==> src/rtl/ccff_chain_loader_if.sv <==
// Bitstream word handshake between a configuration source and ccff_chain_loader.
// cfg_start restarts a load; cfg_data moves on cfg_valid & cfg_ready.
interface ccff_chain_loader_if #(
    parameter int unsigned WORD_W = 8
);
    logic              cfg_start;
    logic [WORD_W-1:0] cfg_data;
    logic              cfg_valid;
    logic              cfg_ready;

    modport master (output cfg_start, output cfg_data, output cfg_valid, input cfg_ready);
    modport slave  (input cfg_start, input cfg_data, input cfg_valid, output cfg_ready);
endinterface

==> src/rtl/ccff_chain_loader.sv <==
// Configuration-chain loader: serializes bitstream words LSB-first into a shift chain
// and commits the full chain to a double-buffered sel/selb bank for TGATE muxes.
module ccff_chain_loader #(
    parameter int unsigned WORD_W    = 8,
    parameter int unsigned CHAIN_LEN = 32
) (
    input  logic                 prog_clk,
    input  logic                 pReset,
    ccff_chain_loader_if.slave   cfg,
    output logic                 busy,
    output logic                 cfg_done,
    output logic                 ccff_tail,
    output logic [CHAIN_LEN-1:0] mem_out,
    output logic [CHAIN_LEN-1:0] mem_outb
);
    localparam int unsigned NUM_WORDS = CHAIN_LEN / WORD_W;
    localparam int unsigned BIT_W     = (WORD_W > 1) ? $clog2(WORD_W) : 1;
    localparam int unsigned CNT_W     = (NUM_WORDS > 1) ? $clog2(NUM_WORDS) : 1;

    typedef enum logic [2:0] {IDLE, LOAD, SHIFT, COMMIT, DONE} state_t;

    state_t               state, state_next;
    logic [CHAIN_LEN-1:0] shift_reg;
    logic [WORD_W-1:0]    hold;
    logic [BIT_W-1:0]     bit_cnt;
    logic [CNT_W-1:0]     word_cnt;
    logic                 do_clear, do_accept, do_shift, do_commit;
    logic                 last_bit, last_word;

    assign last_bit  = (bit_cnt == BIT_W'(WORD_W - 1));
    assign last_word = (word_cnt == CNT_W'(NUM_WORDS - 1));
    assign ccff_tail = shift_reg[CHAIN_LEN-1];

    // Next-state and datapath strobes; a restart always beats a word transfer.
    always_comb begin
        state_next = state;
        do_clear   = 1'b0;
        do_accept  = 1'b0;
        do_shift   = 1'b0;
        do_commit  = 1'b0;
        case (state)
            IDLE: begin
                if (cfg.cfg_start) begin
                    do_clear   = 1'b1;
                    state_next = LOAD;
                end
            end
            LOAD: begin
                if (cfg.cfg_start) begin
                    do_clear = 1'b1;
                end else if (cfg.cfg_valid) begin
                    do_accept  = 1'b1;
                    state_next = SHIFT;
                end
            end
            SHIFT: begin
                if (cfg.cfg_start) begin
                    do_clear   = 1'b1;
                    state_next = LOAD;
                end else begin
                    do_shift = 1'b1;
                    if (last_bit) begin
                        state_next = last_word ? COMMIT : LOAD;
                    end
                end
            end
            COMMIT: begin
                do_commit  = 1'b1;
                state_next = DONE;
            end
            DONE: begin
                if (cfg.cfg_start) begin
                    do_clear   = 1'b1;
                    state_next = LOAD;
                end
            end
            default: state_next = IDLE;
        endcase
    end

    // State, chain, counters and the committed bank.
    always_ff @(posedge prog_clk) begin
        if (pReset) begin
            state         <= IDLE;
            shift_reg     <= '0;
            hold          <= '0;
            bit_cnt       <= '0;
            word_cnt      <= '0;
            mem_out       <= '0;
            mem_outb      <= '1;
            cfg.cfg_ready <= 1'b0;
            busy          <= 1'b0;
            cfg_done      <= 1'b0;
        end else begin
            state         <= state_next;
            cfg.cfg_ready <= (state_next == LOAD);
            busy          <= (state_next == LOAD) || (state_next == SHIFT) || (state_next == COMMIT);
            cfg_done      <= (state_next == DONE);
            if (do_clear) begin
                shift_reg <= '0;
                bit_cnt   <= '0;
                word_cnt  <= '0;
            end
            if (do_accept) begin
                hold    <= cfg.cfg_data;
                bit_cnt <= '0;
            end
            if (do_shift) begin
                shift_reg <= (shift_reg << 1) | CHAIN_LEN'(hold[bit_cnt]);
                if (last_bit) begin
                    bit_cnt  <= '0;
                    word_cnt <= word_cnt + CNT_W'(1);
                end else begin
                    bit_cnt <= bit_cnt + BIT_W'(1);
                end
            end
            // Bank only moves here, so pass-gates never see a partial pattern.
            if (do_commit) begin
                mem_out  <= shift_reg;
                mem_outb <= ~shift_reg;
            end
        end
    end
endmodule
==> src/flat_wrapper.sv <==
// flat-port wrapper written by rule: the top's interface ports become plain ports
module ccff_chain_loader_flat 
#(
    parameter int unsigned WORD_W    = 8,
    parameter int unsigned CHAIN_LEN = 32
)
  (prog_clk, pReset, busy, cfg_done, ccff_tail, mem_out, mem_outb, cfg_cfg_start, cfg_cfg_data, cfg_cfg_valid, cfg_cfg_ready);
  ccff_chain_loader_if #(.WORD_W(WORD_W)) cfg_i ();
  input  logic prog_clk;
  input  logic pReset;
  output logic busy;
  output logic cfg_done;
  output logic ccff_tail;
  output logic [CHAIN_LEN-1:0] mem_out;
  output logic [CHAIN_LEN-1:0] mem_outb;
  input wire logic [$bits(cfg_i.cfg_start)-1:0] cfg_cfg_start;
  input wire logic [$bits(cfg_i.cfg_data)-1:0] cfg_cfg_data;
  input wire logic [$bits(cfg_i.cfg_valid)-1:0] cfg_cfg_valid;
  output wire logic [$bits(cfg_i.cfg_ready)-1:0] cfg_cfg_ready;
  assign cfg_i.cfg_start = cfg_cfg_start;
  assign cfg_i.cfg_data = cfg_cfg_data;
  assign cfg_i.cfg_valid = cfg_cfg_valid;
  assign cfg_cfg_ready = cfg_i.cfg_ready;
  ccff_chain_loader #(.WORD_W(WORD_W), .CHAIN_LEN(CHAIN_LEN)) u_core (.prog_clk(prog_clk), .pReset(pReset), .cfg(cfg_i), .busy(busy), .cfg_done(cfg_done), .ccff_tail(ccff_tail), .mem_out(mem_out), .mem_outb(mem_outb));
endmodule
==> config.mk <==
export PLATFORM = sky130hd
export DESIGN_NAME = ccff_chain_loader_flat
export DESIGN_NICKNAME = d
export VERILOG_FILES = /design/src/rtl/ccff_chain_loader_if.sv /design/src/rtl/ccff_chain_loader.sv /design/src/flat_wrapper.sv
export SDC_FILE = /design/constraint.sdc
export NUM_CORES = 1
export LEC_CHECK = 0
export BUFFER_PORTS_ARGS = -buffer_cell sky130_fd_sc_hd__buf_2
export CORE_MARGIN = 2
export CORE_UTILIZATION = 40
export CTS_CLUSTER_SIZE = 12
export DETAILED_ROUTE_END_ITERATION = 6
export PLACE_DENSITY_LB_ADDON = 0.2
export SLEW_MARGIN = 10
export SYNTH_ARGS = -nofsm -noshare
export SYNTH_HDL_FRONTEND = slang
export SYNTH_SLANG_ARGS = --single-unit
==> constraint.sdc <==
create_clock -name prog_clk -period 2.9 [get_ports prog_clk]
set_input_delay 0.435 -clock prog_clk [delete_from_list [all_inputs] [get_ports prog_clk]]
set_output_delay 0.435 -clock prog_clk [all_outputs]
set_load 0.02 [all_outputs]
==> run_results.csv <==
group,metric,value,unit
clock_network,clk_latency,0.51,ns
final_layout,nets,571,
placement,place_inst,677,
flow_run,max-cap-violations,0,
timing,rsz0062_at_grt,"no",
yosys,synth_area_leader_cell,"dfxtp_1",
clock_network,cts_resized,0,
yosys,synth.avg_cell_area,8.829,sq um
pwr,power.density,667.4,nW/um^2
route,wl_per_cell,13.70,um
grt,overflow,0,
clock_network,clkTransAtPathRegs,0.05,ns
timing,fin_crit,2.173,ns
pwr,p_leak,1.995,nW
die,die_h,108.5,um
grt,grt_pass1_wl,16210,um
yosys,synth.most_common_cell,"dfxtp_1",
timing,fmax,460.3,MHz
grt,grt_use_met3,0.05244,
yosys,synth_cells,495,
clock_network,cts_buffers,17,
yosys,ys_ff_latch,115,
yosys,synth_edf_count,0,
route,postRouteAntennaNets,0,
route,drtIter0Drc,214,
die,initial_utilization,0.4067,
yosys,yosysSeqAreaShare,0.5268,
die,num_rows,38,
grt,grt_antenna_before_repair,0,
yosys,netlist_area,4370,sq um
setup_path,r2r_start,"u_core.state[0]",
grt,grt_pass1_vias,3389,
worst_hold_path,hp-class,"primary input to flop",
setup_path,cp-end-kind,"flop",
yosys,syn_nets,510,
clock_network,clock_sinks,115,
placement,place_congestion,0.7153,
status,status,"finished clean",
grt,grt.total_usage,0.1764,
setup_path,r2r_setup_slack,0.73,ns
setup_path,crit_fanout,32,
yosys,synth_area_leaders,"dfxtp_1 (53%), nand2_1 (9.3%), a21oi_1 (8.6%)",
setup_path,path_class,"flop to flop",
clock_network,htreeDepth,4,
route,drc_errors,0,
yosys,synthFlopType,"dfxtp_1",
clock_network,ctsHoldBuffers,0,
final_layout,drive_gt1_frac,0.2179,
timing,fin_crit_sh,0.7492,
route,first_pass_iters,4,
final_layout,diodes,0,
die,die_x,108.5,um
clock_network,postCtsSetupBuffers,0,
grt,groute.layer.met1.usage,0.2344,
yosys,synth_top_area_frac,0.5268,
placement,hpwl,6002,um
grt,use_met2,0.2629,
clock_network,root_buffer,"clkbuf_8",
route,num_vias,3655,
grt,busiest_layer,"met2",
die,io_pins,80,
placement,port_buffers,79,
final_layout,syn2layout_area_growth,22.56,%
timing,fin_setup_tns,0,ns
setup_path,worstPathRequired,3.31,ns
final_layout,layoutNonFillerInstCount,709,
yosys,synth_common_cells,"dfxtp_1 (115), nand2_1 (108), a21oi_1 (75)",
timing,hold_viol_final,0,
setup_path,critPathCapture,"u_core.bit_cnt[0]",
clock_network,cts_tree,"done",
yosys,yosysWarnings,0,
yosys,ys_types,37,
timing,worst_pin_slew,1.132,ns
timing,setup_viol,0,
route,via_per_inst,5.155,
setup_path,arrival,2.58,ns
route,drt-total-wl,9715,um
die,core_area,10750,sq um
setup_path,rr_worst_depth,3,
yosys,async_reset_ff_frac,0,
timing,final-max-slew-violation-count,0,
setup_path,setup.worst_path.start,"u_core.state[0]",
clock_network,cts.path.max_buffers,2,
setup_path,r2r_end,"u_core.bit_cnt[0]",
pwr,ir_drop,0.3134,mV
die,dieArea,11780,sq um
setup_path,worst_setup_path_start_kind,"flop",
timing,slew_headroom,0.2456,
grt,grt_max_degree,64,
timing,fin_skew,0.004555,ns
==> how the worst min path moves through the flow <==
| stage | startpoint | depth (start not counted) | slack (ns) | endpoint |
|---|---|---|---|---|
| after floorplan | u_core.shift_reg[10] | 2 | 0.45 | u_core.shift_reg[11] |
| after global placement | u_core.mem_out[31] | 2 | 0.44 | u_core.mem_out[31] |
| after detailed placement | u_core.mem_out[10] | 2 | 0.45 | u_core.mem_out[10] |
| final | cfg_cfg_data[1] | 3 | 0.17 | u_core.hold[1] |
| after global routing | cfg_cfg_data[5] | 3 | 0.16 | u_core.hold[5] |
| after CTS | cfg_cfg_data[1] | 3 | 0.15 | u_core.hold[1] |
==> cell families after synthesis <==
kind of cell	count (synthesis)	share of synthesized area
AO/OA/AOI/OAI	163	0.2350
adder cells (fa/ha/maj)	4	0.01088
buffers and inverters	52	0.05067
flip-flops	115	0.5268
multiplexers	5	0.01431
AND/OR/NAND/NOR	156	0.1623
==> routing by layer <==
metal | up-vias | part of all wire
met5 | - | 0
met4 | 0 | 0.017
met2 | 95 | 0.44
met3 | 13 | 0.052
met1 | 1708 | 0.50
li1 | 1839 | -
==> power by group <==
part | total [mW] | switching [mW] | internal, mW | leakage (nW)
Sequential | 1.60 | 0.00878 | 1.59 | 0.929
Clock | 1.86 | 0.691 | 1.17 | 0.271
Combinational | 0.117 | 0.0859 | 0.0315 | 0.796
==> critical path: stages (launching register included) <==
cell     delay (ns)
dfxtp_1        0.60
or3b_1         0.95
nand2_1        0.22
o32ai_1        0.30
==> cell type report <==
type / count / area (sq um)
repair buffers: 88 / 465.4
clock inverters: 11 / 86.33
well taps: 140 / 175.2
flip-flops and latches: 115 / 2302
inverters: 6 / 22.52
clock buffers: 21 / 449.2
fillers: 1081 / 5389
multi-input cells: 328 / 1856
==> per-stage QoR <==
stage | hold slack [ns] | utilization | setup slack [ns] | instance area [sq um] | power, mW
after floorplan | 0.4457 | - | 1.561 | 4370 | 1.718
after global placement | 0.4400 | 0.4486 | 0.8941 | 4821 | 1.750
after detailed placement | 0.4452 | 0.4486 | 0.7458 | 4821 | 1.752
after CTS | 0.1465 | 0.4985 | 0.7315 | 5356 | 3.620
after global routing | 0.1607 | 0.4985 | 0.5163 | 5356 | 3.709
final | 0.1708 | 0.4985 | 0.7273 | 5356 | 3.575
==> placed cells by master, fill, tap and decap left out, types with 4 or more instances in the layout <==
master     count
buf_4         10
o211ai_1      44
inv_1          6
nand2b_1      22
dfxtp_1      115
a21o_1        22
clkinv_2       8
nand3_1       11
o21ai_0        8
nand2_1      108
clkbuf_16     16
buf_2         78
mux2i_1        4
a21oi_1       75
nor2_1         4
(Power assumes the default switching activity.)
